`config.mk`:
```
export PLATFORM = sky130hd
export DESIGN_NAME = caixa_dagua_sim
export DESIGN_NICKNAME = d
export VERILOG_FILES = /design/src/rtl/rega_pkg.sv /design/src/rtl/divisor_passo.sv /design/src/rtl/caixa_dagua_sim.sv
export SDC_FILE = /design/constraint.sdc
export NUM_CORES = 1
export LEC_CHECK = 0
export CAP_MARGIN = 25
export CORE_UTILIZATION = 30
export DETAILED_ROUTE_END_ITERATION = 10
export GPL_ROUTABILITY_DRIVEN = 0
export PLACE_DENSITY = 0.57
export SYNTH_ARGS = -nofsm -noshare
export SYNTH_HDL_FRONTEND = slang
export SYNTH_SLANG_ARGS = --single-unit
export TNS_END_PERCENT = 5
```
`constraint.sdc`:
```
create_clock -name clock -period 9.8 [get_ports clock]
set_input_delay 0.98 -clock clock [delete_from_list [all_inputs] [get_ports clock]]
set_output_delay 0.98 -clock clock [all_outputs]
set_load 0.01 [all_outputs]
```
`src/rtl/rega_pkg.sv`:
```
// Shared encodings for the tank plant model: zones,
// fault codes and H/M/L sensor patterns.
package rega_pkg;

  localparam logic [1:0] Z_CRIT = 2'd0;
  localparam logic [1:0] Z_LOW  = 2'd1;
  localparam logic [1:0] Z_MED  = 2'd2;
  localparam logic [1:0] Z_HIGH = 2'd3;

  localparam logic [1:0] F_NONE = 2'b00;
  localparam logic [1:0] F_H1   = 2'b01;
  localparam logic [1:0] F_M0   = 2'b10;
  localparam logic [1:0] F_L0   = 2'b11;

  // Bit order is {H, M, L}
  localparam logic [2:0] S_CRIT = 3'b000;
  localparam logic [2:0] S_LOW  = 3'b001;
  localparam logic [2:0] S_MED  = 3'b011;
  localparam logic [2:0] S_HIGH = 3'b111;

  function automatic logic [2:0] zone_map(
    input logic [1:0] z
  );
    logic [2:0] s;
    s = S_CRIT;
    unique case (z)
      Z_CRIT: s = S_CRIT;
      Z_LOW:  s = S_LOW;
      Z_MED:  s = S_MED;
      Z_HIGH: s = S_HIGH;
      default: s = S_CRIT;
    endcase
    return s;
  endfunction

  function automatic logic [2:0] fault_apply(
    input logic [2:0] s,
    input logic [1:0] f
  );
    logic [2:0] r;
    r = s;
    unique case (f)
      F_NONE: r = s;
      F_H1:   r = s | 3'b100;
      F_M0:   r = s & 3'b101;
      F_L0:   r = s & 3'b110;
      default: r = s;
    endcase
    return r;
  endfunction

endpackage

```
`src/rtl/divisor_passo.sv`:
```
// Free-running step prescaler: one-cycle passo every DIV
// cycles; pausa freezes the count.
module divisor_passo #(
  parameter int DIV = 50_000_000
) (
  input  logic clock,
  input  logic Rst,
  input  logic pausa,
  output logic passo
);

  localparam int CW = (DIV > 2) ? $clog2(DIV) : 1;
  localparam logic [CW-1:0] LAST = CW'(DIV - 1);

  logic [CW-1:0] cnt_q;
  logic [CW-1:0] cnt_d;

  assign passo = (cnt_q == LAST) && !pausa;

  always_comb begin
    cnt_d = cnt_q;
    if (!pausa) begin
      cnt_d = passo ? '0 : cnt_q + 1'b1;
    end
  end

  always_ff @(posedge clock) begin
    if (Rst) begin
      cnt_q <= '0;
    end else begin
      cnt_q <= cnt_d;
    end
  end

endmodule

```
`src/rtl/caixa_dagua_sim.sv`:
```
// Water tank plant: integrates level from Ve/Bs/Vs and
// drives H/M/L float sensors with hysteresis and faults.
module caixa_dagua_sim
  import rega_pkg::*;
#(
  parameter int DIV        = 50_000_000,
  parameter int LEVEL_W    = 8,
  parameter int MAX_LEVEL  = 200,
  parameter int INIT_LEVEL = 100,
  parameter int L_TH       = 20,
  parameter int M_TH       = 100,
  parameter int H_TH       = 180,
  parameter int HYST       = 4,
  parameter int FILL_RATE  = 4,
  parameter int BS_RATE    = 3,
  parameter int VS_RATE    = 1
) (
  input  logic               clock,
  input  logic               Rst,
  input  logic               Ve,
  input  logic               Bs,
  input  logic               Vs,
  input  logic               pausa,
  input  logic [1:0]         fault_sel,
  output logic               H,
  output logic               M,
  output logic               L,
  output logic [LEVEL_W-1:0] Nivel,
  output logic               Transbordo,
  output logic [7:0]         overflow_cnt
);

  localparam int SW = LEVEL_W + 2;

  localparam logic signed [SW-1:0] ZERO_S = '0;
  localparam logic signed [SW-1:0] MAX_S  = SW'(MAX_LEVEL);
  localparam logic signed [SW-1:0] FR_S   = SW'(FILL_RATE);
  localparam logic signed [SW-1:0] BR_S   = SW'(BS_RATE);
  localparam logic signed [SW-1:0] VR_S   = SW'(VS_RATE);

  localparam logic [LEVEL_W-1:0] MAX_L  = LEVEL_W'(MAX_LEVEL);
  localparam logic [LEVEL_W-1:0] INIT_L = LEVEL_W'(INIT_LEVEL);
  localparam logic [LEVEL_W-1:0] LT_R   = LEVEL_W'(L_TH);
  localparam logic [LEVEL_W-1:0] MT_R   = LEVEL_W'(M_TH);
  localparam logic [LEVEL_W-1:0] HT_R   = LEVEL_W'(H_TH);
  localparam logic [LEVEL_W-1:0] LT_F   = LEVEL_W'(L_TH - HYST);
  localparam logic [LEVEL_W-1:0] MT_F   = LEVEL_W'(M_TH - HYST);
  localparam logic [LEVEL_W-1:0] HT_F   = LEVEL_W'(H_TH - HYST);

  localparam logic [1:0] Z_INIT =
    (INIT_LEVEL >= H_TH) ? Z_HIGH :
    (INIT_LEVEL >= M_TH) ? Z_MED  :
    (INIT_LEVEL >= L_TH) ? Z_LOW  : Z_CRIT;

  logic passo;

  logic [LEVEL_W-1:0] lvl_q, lvl_d;
  logic [1:0]         zone_q, zone_d;
  logic [2:0]         sens_q, sens_d;
  logic               tr_q, tr_d;
  logic [7:0]         ocnt_q, ocnt_d;

  logic signed [SW-1:0] delta;
  logic signed [SW-1:0] sum;
  logic                 hi_on, me_on, lo_on;

  divisor_passo #(
    .DIV(DIV)
  ) u_div (
    .clock(clock),
    .Rst  (Rst),
    .pausa(pausa),
    .passo(passo)
  );

  always_comb begin
    delta = ZERO_S;
    if (Ve) delta = delta + FR_S;
    if (Bs) delta = delta - BR_S;
    if (Vs) delta = delta - VR_S;
    sum = $signed({2'b00, lvl_q}) + delta;
  end

  always_comb begin
    lvl_d  = lvl_q;
    tr_d   = 1'b0;
    ocnt_d = ocnt_q;
    if (passo) begin
      if (sum < ZERO_S) begin
        lvl_d = '0;
      end else if (sum > MAX_S) begin
        lvl_d = MAX_L;
      end else begin
        lvl_d = sum[LEVEL_W-1:0];
      end
      // Only spilling over a full tank counts; dry clamp is silent
      if (lvl_q == MAX_L && delta > ZERO_S) begin
        tr_d = 1'b1;
        if (ocnt_q != 8'hFF) ocnt_d = ocnt_q + 8'd1;
      end
    end
  end

  always_comb begin
    hi_on = (lvl_q >= HT_R) ||
            (zone_q == Z_HIGH && lvl_q >= HT_F);
    me_on = (lvl_q >= MT_R) ||
            (zone_q >= Z_MED && lvl_q >= MT_F);
    lo_on = (lvl_q >= LT_R) ||
            (zone_q >= Z_LOW && lvl_q >= LT_F);
    if (hi_on) begin
      zone_d = Z_HIGH;
    end else if (me_on) begin
      zone_d = Z_MED;
    end else if (lo_on) begin
      zone_d = Z_LOW;
    end else begin
      zone_d = Z_CRIT;
    end
    sens_d = fault_apply(zone_map(zone_d), fault_sel);
  end

  always_ff @(posedge clock) begin
    if (Rst) begin
      lvl_q  <= INIT_L;
      zone_q <= Z_INIT;
      sens_q <= zone_map(Z_INIT);
      tr_q   <= 1'b0;
      ocnt_q <= '0;
    end else begin
      lvl_q  <= lvl_d;
      zone_q <= zone_d;
      sens_q <= sens_d;
      tr_q   <= tr_d;
      ocnt_q <= ocnt_d;
    end
  end

  assign H            = sens_q[2];
  assign M            = sens_q[1];
  assign L            = sens_q[0];
  assign Nivel        = lvl_q;
  assign Transbordo   = tr_q;
  assign overflow_cnt = ocnt_q;

endmodule

```
## Yosys cells after proc, flatten, opt, wreduce, memory -nomap -nowiden

Index checks and enable logic that the tools add are counted.

| operators by class | value |
|---|---|
| eq/ne operators | 10 |
| add/sub/neg operators | 5 |
| muxes and demuxes | 12 |
| reductions and logical operators | 13 |
| bitwise gates (word level) | 1 |
| $lt $le $gt $ge | 11 |

Operators with widths:

| kind | count |
|---|---|
| $add 26x1->26 const B | 1 |
| $eq 26x26->1 const B | 1 |
| $mux 26 | 1 |
| $pmux 3 s4 | 2 |
| $mux 10 | 2 |
| $ge 8x5->1 const B | 2 |
| $ge 8x7->1 const B | 2 |
| $ge 8x8->1 const B | 2 |
| $mux 8 | 2 |
| $add 9x10->10 | 1 |
| $eq 2x2->1 const B | 5 |
| $gt 10x1->1 const B | 1 |
| $gt 10x9->1 const B | 1 |
| $lt 10x1->1 const B | 1 |
| $sub 10x2->10 const B | 1 |
| $sub 10x3->10 const B | 1 |
| $add 8x1->8 const B | 1 |
| $eq 8x8->1 const B | 1 |
| $ne 8x8->1 const B | 1 |
| $logic_and 1x1->1 | 5 |
| $eq 2x1->1 const B | 2 |
| $logic_not 2->1 | 2 |
| $mux 2 | 2 |
| $logic_or 1x1->1 | 3 |
| 8 further kinds | 9 |

| storage, ports and cells | value |
|---|---|
| logic and storage cells | 58 |
| output and inout bits | 20 |
| register bits after elaboration | 48 |

## Longest topological paths before layout

| depth | value |
|---|---|
| depth after elaboration | 9 |
| gate-level depth with buffers | 14 |
| gate-level depth less buffers | 14 |

## By module

A second synthesis with hierarchy kept.

| unflattened totals | value |
|---|---|
| cells, all modules | 324 |
| area total of the unflattened synthesis | 2812.7 µm² |

By module, submodules not included:

| module | area each (µm²) | instances | cells each |
|---|---|---|---|
| caixa_dagua_sim | 1521.5 | 1 | 177 |
| divisor_passo | 1291.2 | 1 | 147 |

## Worst setup path before layout

No wires, ideal clock.

| path | value |
|---|---|
| path type | in2reg |
| start point | input Ve |
| end point | register lvl_q[4] (netlist: Nivel[4]) |
| setup slack | 5.926 ns |
| arrival | 3.778 ns |
| cell stages on the path | 14 |
| data required time | 9.704 ns |
| setup time | 0.096 ns |
| path through | inv_1 -> ha_1 -> inv_1 -> ha_1 -> mux2i_1 -> inv_1 -> ha_1 -> buf_2 -> a21oi_2 -> nand2_1 -> a221o_1 -> a211o_1 -> a311o_1 -> o41ai_2 |

| between the ends | value |
|---|---|
| longest elaborated chain between the ends | 9 |

Ends and longest elaborated chain:

| element | RTL line | text |
|---|---|---|
| from (decl) | caixa_dagua_sim.sv:20 | `input logic Ve,` |
| $mux 3 (*) | caixa_dagua_sim.sv:78 | `if (Ve) delta = delta + FR_S;` |
| $sub 10x3->10 | caixa_dagua_sim.sv:79 | `if (Bs) delta = delta - BR_S;` |
| $mux 10 (*) | caixa_dagua_sim.sv:79 |  |
| $sub 10x2->10 | caixa_dagua_sim.sv:80 | `if (Vs) delta = delta - VR_S;` |
| $mux 10 (*) | caixa_dagua_sim.sv:80 |  |
| $add 9x10->10 (*) | caixa_dagua_sim.sv:81 | `sum = $signed({2'b00, lvl_q}) + delta;` |
| $gt 10x9->1 | caixa_dagua_sim.sv:91 | `end else if (sum > MAX_S) begin` |
| $mux 8 | caixa_dagua_sim.sv:91 |  |
| $mux 8 (*) | caixa_dagua_sim.sv:89 | `if (sum < ZERO_S) begin` |
| to (signal assigned) | caixa_dagua_sim.sv:131 | `lvl_q <= lvl_d;` |
| to (decl) | caixa_dagua_sim.sv:57 | `logic [LEVEL_W-1:0] lvl_q, lvl_d;` |

Every way passes the cells marked *; elsewhere a longest branch is shown, timed or not.
A chain may end at the register's enable or synchronous reset.

## Final worst setup path

| path | value |
|---|---|
| start point | input Bs |
| end point | register lvl_q[5] (netlist: Nivel[5]) |

| between the ends | value |
|---|---|
| longest elaborated chain between the ends | 7 |

Ends and longest elaborated chain:

| element | RTL line | text |
|---|---|---|
| from (decl) | caixa_dagua_sim.sv:21 | `input logic Bs,` |
| $mux 10 (*) | caixa_dagua_sim.sv:79 |  |
| $sub 10x2->10 | caixa_dagua_sim.sv:80 |  |
| $mux 10 (*) | caixa_dagua_sim.sv:80 |  |
| $add 9x10->10 (*) | caixa_dagua_sim.sv:81 |  |
| $gt 10x9->1 | caixa_dagua_sim.sv:91 |  |
| $mux 8 | caixa_dagua_sim.sv:91 |  |
| $mux 8 (*) | caixa_dagua_sim.sv:89 |  |

Marks and branches as above.

==> results.cfg <==
[critical_path]
crit_start = Bs
cp-start-kind = input pin
reg2reg_to = overflow_cnt[7]
r2r_slack_ns = 7.22
cp_max_fo = 5
r2r-start = u_div.cnt_q[3]
cp-end-kind = flop
required_ns = 10.01
crit_type = input pin to flop
worstPathArrival_ns = 4.61
ff2ff_path_depth = 6

[floorplan]
die_area_um2 = 9580
core_um2 = 8810
die_h_um = 97.9
rows = 34
io_pins = 28
die-width_um = 97.9
initial_utilization_pct = 31.3

[clock_network]
cts_hold_buf = 0
htreeDepth = 2
clockBufferDepth = 2
path_clk_slew_ns = 0.08
root_buffer = clkbuf_8
cts_resized = 0
cts.sinks = 48
cts_inserted_buffers = 5
insertion_delay_ns = 0.30
post_cts_buffers = 0
cts_tree = yes

[layout]
nNetsFinal = 373
drive_gt1_share_pct = 5.44
areaGrowthSynthToFinish_pct = 16.9
fin_area_um2 = 3220
fillers = 910
antenna_cells = 0
seq_area_um2 = 961
multi_input_area_um2 = 1710

[power_and_ir_drop]
ir_drop_mv = 0.0522
power_density_nw_per_um2 = 117
leakage_uw = 0.00119

[global_route]
grt_usage_pct = 12.9
grt_max_degree = 33
antenna_found_initial = 0
grt_overflow = 0
grt_pass1_wl_um = 10100
grt_pass1_vias = 2172

[sta]
grt_setup_unrepaired = no
period_minus_slack_ns = 4.40
hold_violations = 0
clock-skew-final_ns = 0.00696
maxSlewViolCount = 0
period_share_pct = 44.9
tns_ns = 0
clock.fmax_mhz = 227
setup_viol = 0
worstMarginPinSlew_ns = 0.967
slew_headroom_pct = 35.0

[routing]
ant_nets = 0
drt_drc_violations_left = 2
wl_per_cell_um = 12.8
wirelength_um = 5870
initialDrtViolationCount = 90
dr.pass1.iters = 7
vias = 2327
viasPerCell = 5.09

[outcome]
status = finished, violations left
violations = design-rule violations

[hold_path]
hold_path.class = flop to flop
min_from = u_div.cnt_q[1]
whs_path_depth = 2
holdPathEnd = u_div.cnt_q[1]

[job]
cap_violations = 0

[synth]
ys.warnings.count = 0
synth.cell_area_um2 = 2760
syn_nets = 346
syn_area_per_cell_um2 = 8.56
synth_xor_area_share_pct = 11.8
synthDistinctLibCells = 54
synthFlopType = dfxtp_1
yosys_register_bits = 48
synth_simple_gate_area_share_pct = 30.1
synth.area.top_cells = dfxtp_1, xor2_1, ha_1, nor2_1, xnor2_1
yosysSeqAreaShare_pct = 34.8
synth.area.mux_share_pct = 1.50
synth_compound_area_share_pct = 10.9
yosysTopAreaCell = dfxtp_1
synth_top_family_by_area = simple AND/OR/NAND/NOR gates
synth-adder-area-share_pct = 7.53
synth_edf_count = 0
netlist_instances = 322
synth_top_cell_area_share_pct = 34.8
async_reset_ff_share_pct = 0

[placed_design]
place_hpwl_um = 4270
placed_cell_area_um2 = 3130
io_buffers = 27
-- final cells by class --
type | count | share of cell area [%]
inverters | 13 | 1.51
clock buffers | 7 | 2.99
well taps | 108 | 4.19
multi-input cells | 253 | 52.9
flip-flops and latches | 48 | 29.8
repair buffers | 28 | 8.61
-- stage by stage --
step	cells	setup slack, ns	total power [µW]	hold WS [ns]	utilization, %
after floorplan	322	5.93	241	0.472	-
after global placement	450	5.24	253	0.491	35.5
after detailed placement	450	5.11	254	0.503	35.5
after CTS	457	5.42	383	0.529	36.6
after global routing	457	5.02	396	0.547	36.6
final	457	5.40	376	0.521	36.6
-- worst max-delay path by stage --
| stage | end | slack, ns |
|---|---|---|
| final | Nivel[5] | 5.40 |
| after global placement | Nivel[5] | 5.24 |
| after detailed placement | Nivel[4] | 5.11 |
| after global routing | Nivel[5] | 5.02 |
| after floorplan | Nivel[4] | 5.93 |
| after CTS | Nivel[4] | 5.42 |
-- critical path, cell delays in order --
cell and delay [ns]:
clkdlybuf4s50_1 0.50, ha_1 0.23, inv_1 0.06, ha_1 0.28
mux2i_1 0.33, inv_1 0.19, ha_1 0.39, nand2_1 0.08
o31ai_1 0.55, xnor2_1 0.22, o211ai_1 0.14, a311o_1 0.43
o31ai_1 0.23
-- layout by cell type, fill, tap and decap left out, types with 4 or more instances in the layout --
cell,synthesis,routed
nor2b_1,7,7
clkbuf_8,0,7
ha_1,15,15
clkdlybuf4s50_1,0,27
and2_1,5,5
inv_1,13,13
nor2_1,45,45
and4_1,4,4
xor2_1,22,22
xnor2_1,15,15
o21ai_0,8,8
nand2b_1,7,7
nand4_1,13,13
nand3_1,15,15
nand2_1,24,24
a21oi_1,15,15
nor3_1,7,7
dfxtp_1,48,48
-- power by group --
part,internal [µW],switching [µW],total [µW]
Clock,62.9,64.2,127
Combinational,22.0,30.7,52.7
Sequential,196,0.597,197
Total,281,95.6,376
-- sequential cells by signal, indices dropped and copies added, names as in the netlist --
register / count
u_div.cnt_q: 26
Nivel: 8
overflow_cnt: 8
sens_q: 3
zone_q: 2
Transbordo: 1
-- synthesized netlist by cell type, types with 2 or more instances --
cell type / number
nor4bb_1: 2
nor3_1: 7
nand2b_1: 7
inv_1: 13
nand3b_1: 3
nand4_1: 13
o211ai_1: 2
dfxtp_1: 48
nor2b_1: 7
nand2_1: 24
or3_1: 2
and4_1: 4
ha_1: 15
or4_1: 2
nor4b_1: 3
a21oi_1: 15
nor4_1: 3
buf_4: 3
xnor2_1: 15
and3_1: 3
o31ai_1: 3
xor2_1: 22
o21ai_0: 8
nand3_1: 15
mux2i_1: 3
o32ai_1: 2
and2_1: 5
clkbuf_1: 3
nor2_1: 45
-- per-layer routing --
layer  vias to the layer above  GRT usage [%]  wire [µm]
met5                         -              0          0
met4                         0           4.43         88
met3                         9           2.51        246
met2                        40           20.4       2630
met1                      1087           17.4       2910
li1                       1191              -          -
-- kinds of logic after synthesis --
kind of cell               Yosys count
AOI/OAI and AO/OA                   43
xor gates and xnor gates            37
adders and majority gates           16
buffers and inverters               21
DFF                                 48
muxes                                4
and+or+nand+nor                    153
Note: power is estimated with default switching activity, not from simulation.
